## src/rtl/sprite_cmd_pkg.sv

```systemverilog
// Shared definitions for the sprite command dispatcher: command bus field
// positions, reserved action codes, FSM state encoding and swap-word builder.
package sprite_cmd_pkg;

    localparam int COMP_MSB   = 31;
    localparam int COMP_LSB   = 26;
    localparam int CHILD_MSB  = 25;
    localparam int CHILD_LSB  = 21;
    localparam int ACT_MSB    = 20;
    localparam int ACT_LSB    = 17;
    localparam int TYPE_MSB   = 16;
    localparam int TYPE_LSB   = 14;
    localparam int TOGGLE_BIT = 13;
    localparam int DATA_MSB   = 12;

    localparam logic [3:0] ACT_SWAP   = 4'hF;
    localparam logic [3:0] ACT_UPDATE = 4'h1;
    localparam logic [5:0] IDLE_ID    = 6'd0;

    typedef logic [1:0] state_t;
    localparam state_t ST_DRAIN   = 2'd0;
    localparam state_t ST_WAIT_VB = 2'd1;
    localparam state_t ST_SWAP    = 2'd2;

    // Buffer-swap word for one component: child/type/data fields are zero.
    function automatic logic [31:0] swap_word(input logic [5:0] id, input logic buf_sel);
        logic [31:0] w;
        w                    = '0;
        w[COMP_MSB:COMP_LSB] = id;
        w[ACT_MSB:ACT_LSB]   = ACT_SWAP;
        w[TOGGLE_BIT]        = buf_sel;
        return w;
    endfunction

endpackage

```

## src/rtl/sprite_cmd_dispatcher_fifo.sv

```systemverilog
// Synchronous FIFO with combinational head (show-ahead) and occupancy count.
module cmd_fifo #(
    parameter int WIDTH = 33,
    parameter int DEPTH = 16
) (
    input  logic                     clk,
    input  logic                     reset,
    input  logic                     push,
    input  logic [WIDTH-1:0]         push_data,
    input  logic                     pop,
    output logic [WIDTH-1:0]         head,
    output logic                     full,
    output logic                     empty,
    output logic [$clog2(DEPTH):0]   count
);

    localparam int AW = $clog2(DEPTH);
    localparam int CW = AW + 1;

    logic [WIDTH-1:0] mem [DEPTH];
    logic [AW-1:0]    wr_ptr;
    logic [AW-1:0]    rd_ptr;
    logic             do_push;
    logic             do_pop;

    assign do_push = push && !full;
    assign do_pop  = pop && !empty;

    always_ff @(posedge clk) begin
        if (reset) begin
            wr_ptr <= '0;
            rd_ptr <= '0;
            count  <= '0;
        end else begin
            if (do_push) wr_ptr <= wr_ptr + 1'b1;
            if (do_pop)  rd_ptr <= rd_ptr + 1'b1;
            case ({do_push, do_pop})
                2'b10:   count <= count + 1'b1;
                2'b01:   count <= count - 1'b1;
                default: count <= count;
            endcase
        end
    end

    // Storage is not reset; the pointers alone define which entries are live.
    always_ff @(posedge clk) begin
        if (do_push) mem[wr_ptr] <= push_data;
    end

    assign head  = mem[rd_ptr];
    assign full  = (count == CW'(DEPTH));
    assign empty = (count == '0);

endmodule

```

## src/rtl/sprite_cmd_dispatcher.sv

```systemverilog
// Avalon-MM command dispatcher: queues CPU command words and broadcasts them on the
// shared sprite command bus, owning the double-buffer index and vblank swap sequence.
module sprite_cmd_dispatcher
    import sprite_cmd_pkg::*;
#(
    parameter int FIFO_DEPTH  = 16,
    parameter int MAX_ID      = 15,
    parameter int VBLANK_LINE = 480
) (
    input  logic        clk,
    input  logic        reset,
    input  logic        chipselect,
    input  logic        write,
    input  logic        read,
    input  logic        address,
    input  logic [31:0] writedata,
    output logic [31:0] readdata,
    output logic        waitrequest,
    input  logic [9:0]  hcount,
    input  logic [9:0]  vcount,
    output logic [31:0] cmd_out
);

    localparam int CW = $clog2(FIFO_DEPTH) + 1;

    logic [32:0]   head;
    logic          fifo_full;
    logic          fifo_empty;
    logic [CW-1:0] fifo_count;
    logic          push;
    logic [32:0]   push_data;
    logic          pop;

    state_t        state;
    logic [5:0]    id;
    logic          back_buf;
    logic [15:0]   frame_count;
    logic          drop_err;
    logic [31:0]   stage;
    logic [31:0]   fwd_word;
    logic [31:0]   status;

    logic          bus_ok;
    logic          wr_cmd;
    logic          wr_bad;
    logic          wr_commit;
    logic          rd_acc;
    logic          sof;

    // Handshake: waitrequest is the FIFO-full flag. A read or write is accepted
    // on a clock edge where chipselect and the strobe are high and waitrequest is
    // low; while waitrequest is high the host holds the request unchanged.
    assign waitrequest = fifo_full;
    assign bus_ok      = chipselect && !fifo_full;
    assign wr_cmd      = bus_ok && write && !address;
    assign wr_bad      = wr_cmd && (writedata[ACT_MSB:ACT_LSB] == ACT_SWAP);
    assign wr_commit   = bus_ok && write && address;
    assign rd_acc      = bus_ok && read;

    assign push      = (wr_cmd && !wr_bad) || wr_commit;
    assign push_data = wr_commit ? {1'b1, 32'h0} : {1'b0, writedata};
    assign pop       = (state == ST_DRAIN) && !fifo_empty;

    assign sof = (hcount == 10'd0) && (vcount == 10'(VBLANK_LINE));

    cmd_fifo #(
        .WIDTH (33),
        .DEPTH (FIFO_DEPTH)
    ) u_fifo (
        .clk       (clk),
        .reset     (reset),
        .push      (push),
        .push_data (push_data),
        .pop       (pop),
        .head      (head),
        .full      (fifo_full),
        .empty     (fifo_empty),
        .count     (fifo_count)
    );

    // Forwarded commands always target the back buffer, whatever the CPU wrote.
    always_comb begin
        fwd_word             = head[31:0];
        fwd_word[TOGGLE_BIT] = back_buf;
    end

    assign status = {frame_count, drop_err, back_buf, state, 7'b0, 5'(fifo_count)};

    // stage holds the word chosen this cycle; cmd_out presents it one cycle later
    // and falls back to the idle word (component 0) whenever nothing was chosen.
    always_ff @(posedge clk) begin
        if (reset) begin
            state       <= ST_DRAIN;
            id          <= IDLE_ID;
            back_buf    <= 1'b1;
            frame_count <= 16'h0;
            stage       <= 32'h0;
            cmd_out     <= 32'h0;
        end else begin
            stage   <= 32'h0;
            cmd_out <= stage;
            case (state)
                ST_DRAIN: begin
                    if (!fifo_empty) begin
                        if (head[32]) state <= ST_WAIT_VB;
                        else          stage <= fwd_word;
                    end
                end
                ST_WAIT_VB: begin
                    if (sof) begin
                        id    <= 6'd1;
                        state <= ST_SWAP;
                    end
                end
                ST_SWAP: begin
                    stage <= swap_word(id, back_buf);
                    id    <= id + 1'b1;
                    if (id == 6'(MAX_ID)) begin
                        back_buf    <= ~back_buf;
                        frame_count <= frame_count + 1'b1;
                        state       <= ST_DRAIN;
                    end
                end
                default: state <= ST_DRAIN;
            endcase
        end
    end

    // A new drop in the same cycle as a status read stays visible for the next read.
    always_ff @(posedge clk) begin
        if (reset) begin
            readdata <= 32'h0;
            drop_err <= 1'b0;
        end else begin
            if (rd_acc) readdata <= address ? status : 32'h0;
            if (wr_bad)                     drop_err <= 1'b1;
            else if (rd_acc && address)     drop_err <= 1'b0;
        end
    end

endmodule

```

## config.mk

```make
export PLATFORM = sky130hd
export DESIGN_NAME = sprite_cmd_dispatcher
export DESIGN_NICKNAME = d
export VERILOG_FILES = /design/src/rtl/sprite_cmd_pkg.sv /design/src/rtl/sprite_cmd_dispatcher_fifo.sv /design/src/rtl/sprite_cmd_dispatcher.sv
export SDC_FILE = /design/constraint.sdc
export NUM_CORES = 1
export LEC_CHECK = 0
export BUFFER_PORTS_ARGS = -buffer_cell sky130_fd_sc_hd__buf_2
export CAP_MARGIN = 5
export CORE_ASPECT_RATIO = 1.5
export CORE_MARGIN = 3
export CORE_UTILIZATION = 42
export DETAILED_ROUTE_END_ITERATION = 6
export HOLD_SLACK_MARGIN = 0.08
export SETUP_SLACK_MARGIN = 0.02
export SYNTH_ARGS = -nofsm -noshare
export SYNTH_HDL_FRONTEND = slang
export SYNTH_HIERARCHICAL = 1
export SYNTH_SLANG_ARGS = --single-unit
```

## constraint.sdc

```tcl
create_clock -name clk -period 7.3 [get_ports clk]
set_clock_uncertainty 0.2 [all_clocks]
set_input_delay 2.19 -clock clk [delete_from_list [all_inputs] [get_ports clk]]
set_output_delay 2.19 -clock clk [all_outputs]
set_load 0.02 [all_outputs]
```

# Word-level counts from Yosys, hierarchy flattened

Memory sizes are Yosys's and may differ from the RTL's. A register that Yosys moved wholly into a read port is not among the register bits.
Cells that the tools add are included.
Widths: inputs -> output; s select.

Bits in registers: 135
RAM bits: 528
Output and inout bits: 65
Memories kept: 1

Add/subtract/negate cells: 6
Equal/unequal tests: 12
Muxes and demuxes: 19
Bitwise gates (word level): 1
Reductions and logical operators: 26

Memories:

| name       | words | bits a word | rd ports | clocked after memory_dff | wr ports | line                             | source |
|---|---|---|---|---|---|---|---|
| u_fifo.mem | 16    | 33          | 1        | 1                        | 1        | sprite_cmd_dispatcher_fifo.sv:20 | `logic [WIDTH-1:0] mem [DEPTH];` |

Operators with widths:

| kind                  | count |
|---|---|
| $mux 32               | 3 |
| $pmux 32 s2           | 1 |
| $mux 33               | 1 |
| $add 16x1->16 const B | 1 |
| $logic_and 1x1->1     | 12 |
| $pmux 6 s2            | 1 |
| $eq 10x9->1 const B   | 1 |
| $logic_not 10->1      | 1 |
| $pmux 5 s2            | 1 |
| $add 4x1->4 const B   | 2 |
| $mux 2                | 4 |
| $mux 4                | 2 |
| $ne 2x2->1 const B    | 4 |
| $add 6x1->6 const B   | 1 |
| $eq 6x4->1 const B    | 1 |
| $mux 6                | 1 |
| $pmux 2 s3            | 1 |
| $reduce_bool 2->1     | 3 |
| $add 5x1->5 const B   | 1 |
| $eq 5x5->1 const B    | 1 |
| $logic_not 5->1       | 1 |
| $sub 5x1->5 const B   | 1 |
| $eq 2x1->1 const B    | 2 |
| $eq 2x2->1 const B    | 2 |
| 8 further kinds       | 15 |

# Logic depth before layout (Yosys ltp)

Depth in word-level cells: 12
Gate-level depth with buffers: 15
Mapped depth without buffers: 12

# By module

Netlist, hierarchy kept.

By module, submodules not included:

| module                | times used | cells an instance | area an instance (µm²) |
|---|---|---|---|
| cmd_fifo              | 1          | 859               | 20825.0 |
| sprite_cmd_dispatcher | 1          | 471               | 4302.9 |

# Worst setup path after synthesis

OpenSTA, ideal clock, no wires.

Path kind: input-to-reg
Start point: input address
End point: memory u_fifo.mem[0][0], enable pin
Library setup time: 0.464 ns
Arrival time: 5.469 ns
Required time: 6.636 ns
Setup slack: 1.166 ns
Stages: 6
Path buffers: 1
Cells stage by stage: clkbuf_1 -> nor2_1 -> nor2b_1 -> o21a_1 -> nand2_1 -> nor3_1

Word-level cells in the longest chain between the ends: 9
Elaborated cells between the ends (all ways): 10

Ends and longest elaborated chain:

| what                             | line                             | source |
|---|---|---|
| start: declaration               | sprite_cmd_dispatcher.sv:15      | `input logic address,` |
| $logic_not 1->1                  | sprite_cmd_dispatcher.sv:55      | `assign wr_cmd = bus_ok && write && !address;` |
| $logic_and 1x1->1                | sprite_cmd_dispatcher.sv:55      |  |
| $logic_and 1x1->1                | sprite_cmd_dispatcher.sv:56      | `assign wr_bad = wr_cmd && (writedata[ACT_MSB:ACT_LSB] == ACT_SWAP);` |
| $logic_not 1->1                  | sprite_cmd_dispatcher.sv:60      | `assign push = (wr_cmd && !wr_bad) \|\| wr_commit;` |
| $logic_and 1x1->1                | sprite_cmd_dispatcher.sv:60      |  |
| $logic_or 1x1->1 (*)             | sprite_cmd_dispatcher.sv:60      |  |
| named net push                   | sprite_cmd_dispatcher.sv:30      | `logic push;` |
| $logic_and 1x1->1 (*)            | sprite_cmd_dispatcher_fifo.sv:26 | `assign do_push = push && !full;` |
| $mux 1 (*)                       | sprite_cmd_dispatcher_fifo.sv:47 | `if (do_push) mem[wr_ptr] <= push_data;` |
| $mux 1 (implied by the code) (*) | sprite_cmd_dispatcher_fifo.sv:47 |  |
| end: declaration                 | sprite_cmd_dispatcher_fifo.sv:20 |  |

The timed path passes the listed nets; every way through them passes the cells marked *.

# Worst setup path in the final report

Start point: input writedata[18]
End point: memory u_fifo.mem[12][21], enable pin

Word-level cells in the longest chain between the ends: 8

Ends and longest elaborated chain:

| what                         | line                             | source |
|---|---|---|
| start: declaration           | sprite_cmd_dispatcher.sv:16      | `input logic [31:0] writedata,` |
| $eq 4x4->1                   | sprite_cmd_dispatcher.sv:56      |  |
| $logic_and 1x1->1            | sprite_cmd_dispatcher.sv:56      |  |
| $logic_not 1->1              | sprite_cmd_dispatcher.sv:60      |  |
| $logic_and 1x1->1            | sprite_cmd_dispatcher.sv:60      |  |
| $logic_or 1x1->1             | sprite_cmd_dispatcher.sv:60      |  |
| named net push               | sprite_cmd_dispatcher.sv:30      |  |
| $logic_and 1x1->1            | sprite_cmd_dispatcher_fifo.sv:26 |  |
| $mux 1                       | sprite_cmd_dispatcher_fifo.sv:47 |  |
| $mux 1 (implied by the code) | sprite_cmd_dispatcher_fifo.sv:47 |  |

The timed path passes the listed nets, and every way through them passes these cells.

==> run metrics <==
number of global-route vias before repair=12910; routed wire length per instance=approximately 24 µm; RSZ-0062 raised after global routing=false; worst-path cell chain=buf_2 -> nand4_1 -> nor2_1 -> nor2b_1 -> o21a_1 -> nand2_1 -> nor2_4 -> buf_4; Crit-path slowest cell=nor2_4; worst hold path cell count=1; Max IR drop VDD=0.2130 mV; core area=57300 µm²; Comb pwr share=15.6%; first-pass GRT wire length=81.36 mm; Final Wtd Congestion=0.7392; Synth Cell Area=24530 µm²; GRT Residual Overflow=0; CTS resizes=0; max_slew headroom=a little over a fifth; Startpoint Class=primary input; CP max stage delay=730 ps; critical path class=primary input to flop; Total Routing Usage GR=17.74%; DRC violation count after routing=0; Final Cycle Share=67.59%; status=complete, no violations; r2r startpoint=u_fifo/count[2]; PD cells=~300 nW/µm²; met3 Use GR=under 10%; Post-CTS Setup Repair Bufs=0; Hold Buf Count CTS=0; Worst Setup End Kind=flop; Mapped Cells=roughly 1300; syn_area_per_cell=18.75 µm²; Clock Power Share=34.9%; IO Count=123; pre-CTS WS=1716 ps; Syn-to-layout area delta=13.60%; NumNets Final=1500; Min Hold Slack=approximately 240 ps; placed cells=~2100; NetSw=0.002092 W; Lkg Pwr=8.993 nW; Setup WS post-layout=2366 ps; Flop pwr share=between 40% and 50%; crit path from=writedata[18]; Worst Path Max Fanout=19; WP data arrival=5010 ps; initial antenna violation count=2; Post-Route WL=53.57 mm; largest net degree at the start of global routing=109; Die W=203.3 µm; Starting Density=42.81%; layout cell share with drive strength beyond 1=27.95%; Detailed Place HPWL=29.76 mm; TritonCTS buffer count=between 50 and 60; Longest Clk Path Bufs=3; Worst Setup EP=u_fifo/mem[12][21]; Sw Ratio=24.51%; Critical R2R Capture=u_fifo/mem[12][21]; Root Driver=clkbuf_16; R2R depth=8; row cnt=107; highest-count cells in the layout ignoring fill and taps=edfxtp_1, mux4_2, dfxtp_1; Die Height=roughly 300 µm; YS warnings=6; drt pass-1 iters=4; met1 usage=22.55%; DR vias=12250; Post-Layout Cell Count=2246; IO buf count=114; worst endpoint required time=7380 ps; # H-tree levels=2; setup tns final=0 ps; Worst R2R Setup Slack=3260 ps; MaxCap Viol Count=0; CTS sink cnt=644; gr busiest metal=met2; CTS clk-pin slew, worst paths=roughly 60 ps; fmax=0.2027 GHz; CTS tree=done; setup violators final=0; die area=~60000 µm²; most common cell after layout, fill and taps aside=edfxtp_1; GR Util met2=31.62%; Clock Latency Late Sink=630 ps; Final Max Slew Viols=0; P_int=0.006444 W; vias per cell=5.456; number of routed nets with antenna violations=0; drt initial violations=a little over 800; hold violation total from the final report=0; min Tclk post-route=4934 ps; Hold Crit Class=flop to flop; Worst-Margin Slew=1187 ps
-- registers in the layout (all words and copies together) (netlist names), named ones only --
name / count
frame_count: 16
drop_err: 1
back_buf: 1
state: 2
readdata: 25
u_fifo/count: 5
stage: 32
id: 6
u_fifo/wr_ptr: 4
cmd_out: 32
u_fifo/rd_ptr: 4
u_fifo/mem: 512
-- metrics by stage --
stage	cell area (µm²)	power [W]	util (%)
4_1_cts	27860	0.008664	48.62
6_report	27870	0.008536	48.63
2_1_floorplan	24550	0.005335	-
3_3_place_gp	25980	0.005652	45.35
5_1_grt	27860	0.008899	48.62
3_5_place_dp	25980	0.005672	45.35
-- per-layer routing --
metal / part of all wire (%) / vias to the layer above / routed length (µm)
met3: 5.0 / 89 / 2665
met4: 2.7 / 0 / 1443
met2: 52 / 325 / 28000
met1: 40 / 6394 / 21470
li1: - / 5446 / -
met5: 0 / - / 0
-- worst max-delay path: cells and delay by family --
| kind | cells | cell delay (ps) |
|---|---|---|
| AND/OR/NAND/NOR | 5 | 1910 |
| AO/OA/AOI/OAI | 1 | 360 |
| buffers and inverters | 2 | 520 |
-- power by group through the flow --
stage / clock [W] / combinational (W) / sequential (W)
2_1_floorplan: 0 / 0.00109 / 0.00424
3_3_place_gp: 0 / 0.00135 / 0.00430
3_5_place_dp: 0 / 0.00137 / 0.00431
4_1_cts: 0.00306 / 0.00137 / 0.00423
5_1_grt: 0.00321 / 0.00145 / 0.00424
6_report: 0.00298 / 0.00133 / 0.00422
-- area by class of cell --
class / instances / area, µm²
flip-flops and latches: 644 / 18030
diodes: 2 / 5.005
clock buffers: 81 / 1609
multi-input cells: 571 / 6151
clock inverters: 28 / 266.5
well taps: 763 / 954.7
repair buffers: 142 / 795.8
inverters: 15 / 56.30
fillers: 4813 / 29430
-- worst min-delay path by stage --
| stage | start | end | slack [ps] |
|---|---|---|---|
| 2_1_floorplan | stage[0] | cmd_out[0] | 210 |
| 3_3_place_gp | stage[0] | cmd_out[0] | 220 |
| 3_5_place_dp | stage[6] | cmd_out[6] | 220 |
| 4_1_cts | stage[6] | cmd_out[6] | 240 |
| 5_1_grt | stage[2] | cmd_out[2] | 260 |
| 6_report | stage[6] | cmd_out[6] | 240 |
Note: power is estimated with default switching activity, not from simulation.
